**src/rtl/divctrl_pkg.sv**
```systemverilog
// rtl/divctrl_pkg.sv - shared types and defaults for the divided-clock controller
package divctrl_pkg;

    localparam int NCH_DEFAULT = 4;
    localparam int DW_DEFAULT  = 26;
    // Widest half-period count any build may use; shadow records are sized to it
    localparam int DW_MAX      = 32;

    typedef enum logic [1:0] {
        CH_IDLE,
        CH_RUN,
        CH_PEND
    } ch_state_t;

    typedef struct packed {
        logic [DW_MAX-1:0] div;
        logic              en;
    } cfg_t;

endpackage

```
**src/rtl/div_channel.sv**
```systemverilog
// rtl/div_channel.sv - one glitch-free toggle divider with deferred reconfiguration
module div_channel
    import divctrl_pkg::*;
#(
    parameter int DW = DW_DEFAULT
) (
    input  logic          clk,
    input  logic          reset,
    input  logic          sync,
    input  logic          acc,
    input  logic [DW-1:0] acc_div,
    input  logic          acc_en,
    output logic          clk_out,
    output logic          tick,
    output logic          active,
    output logic          pending
);

    ch_state_t         state, state_n;
    logic [DW-1:0]     cnt, cnt_n;
    logic [DW_MAX-1:0] cur_div, cur_div_n;
    cfg_t              shadow, shadow_n;
    logic              clk_n, tick_n;
    logic              term;

    // Terminal count of the half-period currently running
    assign term    = (DW_MAX'(cnt) == cur_div);
    assign active  = (state != CH_IDLE);
    assign pending = (state == CH_PEND);

    // State, counter, divisor, shadow and output registers
    always_ff @(posedge clk) begin
        if (reset) begin
            state   <= CH_IDLE;
            cnt     <= '0;
            cur_div <= '0;
            shadow  <= '0;
            clk_out <= 1'b0;
            tick    <= 1'b0;
        end else begin
            state   <= state_n;
            cnt     <= cnt_n;
            cur_div <= cur_div_n;
            shadow  <= shadow_n;
            clk_out <= clk_n;
            tick    <= tick_n;
        end
    end

    // Next-state: start from idle, count, and apply shadowed updates only at terminal count
    always_comb begin
        state_n   = state;
        cnt_n     = cnt;
        cur_div_n = cur_div;
        shadow_n  = shadow;
        clk_n     = clk_out;
        tick_n    = 1'b0;
        case (state)
            CH_IDLE: begin
                if (acc && acc_en) begin
                    cur_div_n = DW_MAX'(acc_div);
                    cnt_n     = '0;
                    state_n   = CH_RUN;
                end
            end
            CH_RUN, CH_PEND: begin
                if (sync) begin
                    // Realignment beats a coincident terminal count; updates stay queued
                    cnt_n = '0;
                    clk_n = 1'b0;
                end else if (term) begin
                    clk_n  = ~clk_out;
                    tick_n = 1'b1;
                    cnt_n  = '0;
                    if (state == CH_PEND) begin
                        if (shadow.en) begin
                            cur_div_n = shadow.div;
                            state_n   = CH_RUN;
                        end else if (clk_out) begin
                            // Stop only on the falling toggle so the last high phase is full
                            state_n = CH_IDLE;
                        end
                    end
                end else begin
                    cnt_n = cnt + DW'(1);
                end
                // An update accepted on a terminal edge waits for the following one
                if (acc && state == CH_RUN) begin
                    shadow_n.div = DW_MAX'(acc_div);
                    shadow_n.en  = acc_en;
                    state_n      = CH_PEND;
                end
            end
            default: state_n = CH_IDLE;
        endcase
    end

endmodule

```
**src/rtl/clk_div_ctrl.sv**
```systemverilog
// rtl/clk_div_ctrl.sv - multi-channel divider bank with config decode (optional DIVCTRL_SYNC_EN)
module clk_div_ctrl
    import divctrl_pkg::*;
#(
    parameter int NCH = NCH_DEFAULT,
    parameter int DW  = DW_DEFAULT,
    localparam int CW = (NCH > 1) ? $clog2(NCH) : 1
) (
    input  logic           clk,
    input  logic           reset,
`ifdef DIVCTRL_SYNC_EN
    input  logic           sync,
`endif
    input  logic           cfg_valid,
    output logic           cfg_ready,
    input  logic [CW-1:0]  cfg_chan,
    input  logic [DW-1:0]  cfg_div,
    input  logic           cfg_en,
    output logic [NCH-1:0] clk_out,
    output logic [NCH-1:0] tick,
    output logic [NCH-1:0] active,
    output logic [NCH-1:0] pending
);

    logic           sync_int;
    logic [NCH-1:0] acc;

`ifdef DIVCTRL_SYNC_EN
    assign sync_int = sync;
`else
    assign sync_int = 1'b0;
`endif

    // Ready mirrors the target channel's pending flag; out-of-range channels always accept
    always_comb begin
        cfg_ready = 1'b1;
        for (int i = 0; i < NCH; i++) begin
            if (cfg_chan == CW'(i)) begin
                cfg_ready = ~pending[i];
            end
        end
    end

    for (genvar g = 0; g < NCH; g++) begin : g_ch
        assign acc[g] = cfg_valid && cfg_ready && (cfg_chan == CW'(g));

        div_channel #(
            .DW (DW)
        ) u_ch (
            .clk     (clk),
            .reset   (reset),
            .sync    (sync_int),
            .acc     (acc[g]),
            .acc_div (cfg_div),
            .acc_en  (cfg_en),
            .clk_out (clk_out[g]),
            .tick    (tick[g]),
            .active  (active[g]),
            .pending (pending[g])
        );
    end

endmodule

```
**config.mk**
```make
export PLATFORM = sky130hd
export DESIGN_NAME = clk_div_ctrl
export DESIGN_NICKNAME = d
export VERILOG_FILES = /design/src/rtl/divctrl_pkg.sv /design/src/rtl/div_channel.sv /design/src/rtl/clk_div_ctrl.sv
export SDC_FILE = /design/constraint.sdc
export NUM_CORES = 1
export LEC_CHECK = 0
export ABC_CLOCK_PERIOD_IN_PS = 2800
export CAP_MARGIN = 5
export CORE_MARGIN = 5
export CORE_UTILIZATION = 62
export DETAILED_ROUTE_END_ITERATION = 16
export PLACE_DENSITY = 0.8
export SYNTH_ARGS = -nofsm -noshare
export SYNTH_HDL_FRONTEND = slang
export SYNTH_SLANG_ARGS = --single-unit
```
**constraint.sdc**
```tcl
create_clock -name clk -period 2.8 [get_ports clk]
set_clock_uncertainty 0.05 [all_clocks]
set_input_delay 0.42 -clock clk [delete_from_list [all_inputs] [get_ports clk]]
set_output_delay 0.42 -clock clk [all_outputs]
set_load 0.005 [all_outputs]
```
==> results.py <==
metrics = {
    "placed_design": {
        "dp.cells": 2088,
        "io_buffers": 48,
        "dp_hpwl_mm": 26.4,
        "globalplace.congestion": 0.906,
    },
    "routing": {
        "wl_per_cell_um": 18.5,
        "drtIter0Drc": 1169,
        "routed_wl_mm": 39.8,
        "routed_via_density": 6.00,
        "ant_nets": 0,
        "vias": 12900,
        "drc": 0,
        "drt-pass1-iter-count": 5,
    },
    "setup_path": {
        "endpoint_kind": "primary output",
        "start_kind": "flop",
        "required_ns": 2.33,
        "arrival_ns": 2.09,
        "cpMaxStageDelayCell": "dfxtp_1",
        "path_max_fanout": 6,
        "cpPeakStageDelay_ns": 0.36,
        "crit_chain": "inv_1, ha_1, buf_4, mux2_2, a21oi_1, dlygate4sd2_1",
        "criticalPathCategory": "flop to primary output",
    },
    "job": {
        "cap_violations": 0,
    },
    "grt": {
        "grt_overflow": 0,
        "track_usage_pct": 27.4,
        "grt_pass1_vias": 12300,
        "grt_pass1_wl_mm": 63.6,
        "grt_antenna_before_repair": 0,
        "grt_max_degree": 72,
    },
    "logic_synthesis": {
        "synth-edff-count": 0,
        "avgSynthCellArea_um2": 8.65,
        "yosysMostFrequentCell": "dfxtp_1",
        "ys_types": 61,
        "netlist_area_um2": 15300,
        "netlist_instances": 1774,
        "synth_top_cells_by_area": "dfxtp_1 43%, xnor2_1 7.1%, nand2_1 6.9%, a21oi_1 5.8%, xor2_1 4.3%",
        "postSynth.asyncResetShare_pct": 0,
        "synthFlopType": "dfxtp_1",
        "synth-seq-cells": 332,
        "synth_top_area_cell": "dfxtp_1",
        "synth.yosys.seq_area_share_pct": 43.3,
        "yosysTopAreaCellShare_pct": 43.3,
        "ys_warn_count": 0,
        "syn_nets": 1826,
        "ys_top_cells_by_count": "332 x dfxtp_1, 282 x nand2_1, 178 x a21oi_1",
    },
    "final_layout": {
        "fin_nets": 1854,
        "n_antenna_cell": 0,
        "multi_input_area_um2": 8040,
        "seq_area_um2": 6650,
        "drive_gt1_share_pct": 8.42,
        "fillers": 1811,
        "instances_no_fill": 2152,
        "synthToLayoutAreaGrowth_pct": 14.3,
    },
    "floorplan": {
        "die_h_um": 167,
        "io_pins": 49,
        "initial_utilization_pct": 63.1,
        "row_count": 57,
        "core_area_um2": 24300,
        "dieArea_um2": 28000,
        "die_w_um": 167,
    },
    "sta": {
        "fin_crit_sh_pct": 91.5,
        "slew_violations": 0,
        "hold_viol_final": 0,
        "rsz0062_at_grt": "no",
        "worstMarginPinSlew_ns": 0.772,
        "min_period_ns": 2.56,
        "setup_viol": 0,
        "clock.fmax_mhz": 390,
        "slew_headroom_pct": 48.6,
    },
    "run_status": {
        "status": "complete, no violations",
    },
    "clock_network": {
        "h-tree-depth": 2,
        "cts_tree": "done",
        "cts.clk_slew.worst_paths_ns": 0.06,
        "cts_buffers": 36,
        "cts_buffer_depth": 3,
        "clk_latency_ns": 0.52,
        "ctsHoldBuffers": 0,
        "cts_root_buffer": "clkbuf_16",
        "clkSinkCount": 332,
    },
    "hold_path": {
        "hold_path.class": "input port to flop",
    },
    "pwr": {
        "p_total_uw": 11300,
        "vdd_drop_max_uv": 513,
        "power.density_nw_per_um2": 644,
        "p_leak_uw": 0.00607,
    },
}
-- path summary, 6_finish.rpt --
path                           startpoint                      end  slack [ns]  cells after the start
hold / removal                      reset   g_ch[1].u_ch.shadow[0]        0.15                      2
setup reg to reg    g_ch[3].u_ch.state[1]     g_ch[3].u_ch.cnt[19]        0.30                      8
hold reg to reg   g_ch[3].u_ch.shadow[19]  g_ch[3].u_ch.shadow[19]        0.40                      2
setup / recovery    g_ch[3].u_ch.state[0]                cfg_ready        0.24                      6
-- critical path: cells and delay by family, from the launching register on --
| family | cells | cell delay (ns) |
|---|---|---|
| mux | 1 | 0.27 |
| fa+ha+maj | 1 | 0.23 |
| compound gates | 1 | 0.18 |
| buf+inv | 3 | 0.53 |
| flops | 1 | 0.36 |
-- final cells by class --
type                       instances  share of cell area (%)
multi-input combinational       1287                    45.8
sequential                       332                    37.9
timing repair buffer             117                    6.55
clock buffer                      49                    5.88
tap                              324                    2.31
clock inverter                    15                   0.949
inverter                          28                   0.599
-- kinds of logic (layout without fill, tap and decap cells) --
kind of cell | after synthesis | after routing | synth area share [%]
AOI/OAI and AO/OA | 337 | 337 | 14.8
buffers and inverters | 155 | 209 | 4.50
muxes | 56 | 56 | 3.67
DFF | 332 | 332 | 43.3
xor gates and xnor gates | 199 | 199 | 11.4
and+or+nand+nor | 675 | 675 | 20.7
adders and majority gates | 20 | 20 | 1.63
-- cell usage in the layout (no fill, tap or decap), types with 4 or more instances in the layout --
master | Yosys | layout
dfxtp_1 | 332 | 332
nand2_1 | 282 | 282
a21oi_1 | 178 | 178
nor2_1 | 136 | 135
xnor2_1 | 124 | 124
xor2_1 | 75 | 75
and2_1 | 58 | 58
buf_4 | 19 | 57
mux2i_1 | 54 | 54
a311oi_1 | 52 | 52
a221o_1 | 52 | 52
clkdlybuf4s50_1 | 0 | 46
nand4_1 | 45 | 45
nand3_1 | 42 | 42
clkbuf_16 | 0 | 37
inv_1 | 28 | 28
nor3_1 | 31 | 28
ha_1 | 20 | 19
and3_1 | 16 | 16
nor4_1 | 16 | 16
nor2b_1 | 12 | 12
o21ai_0 | 12 | 12
buf_12 | 0 | 12
a31oi_1 | 10 | 10
clkbuf_1 | 86 | 6
clkbuf_8 | 0 | 6
clkinv_2 | 0 | 6
and4_1 | 5 | 5
nor3_2 | 2 | 5
or3_1 | 5 | 5
clkinvlp_4 | 0 | 5
a21o_1 | 4 | 4
o32ai_1 | 4 | 4
-- where the power goes --
group	switching, uW	leakage [uW]	total, uW	internal [uW]
sequential	167	0.00268	5080	4910
clock	1920	0.000577	4790	2860
combinational	806	0.00281	1420	618
-- flip-flops by register name, indices dropped and copies added, names as in the netlist --
signal / flops
g_ch.u_ch.shadow: 108
g_ch.u_ch.cnt: 104
g_ch.u_ch.cur_div: 104
g_ch.u_ch.state: 8
g_ch.u_ch.clk_out: 4
g_ch.u_ch.tick: 4
-- metal layers --
metal  track usage [%]  vias to the layer above  part of all wire, %
met4              12.8                        0                  4.5
met5                 0                        -                    0
li1                  -                     6228                    -
met1              35.9                     6118                   42
met2              44.6                      470                   46
met3              4.24                      106                  6.8
-- metrics by stage --
step	TNS, ns	hold WS, ns	utilization (%)	area [um2]	setup slack (ns)
after floorplan	0	0.386	-	15300	0.321
after global placement	0	0.391	67.2	16300	0.0120
after detailed placement	-0.00543	0.396	67.2	16300	-0.00543
after CTS	0	0.130	72.1	17500	0.239
after global routing	0	0.142	72.1	17500	0.131
final	0	0.146	72.1	17500	0.239
-- timing repair --
action | 4_1_cts | 5_1_grt
endpoints found under the hold margin | 0 | 0
setup buffers | 0 | 0
gates resized for setup | 2 | 0
endpoints found under the setup margin | 1 | 0
Note: power is estimated with default switching activity, not from simulation.
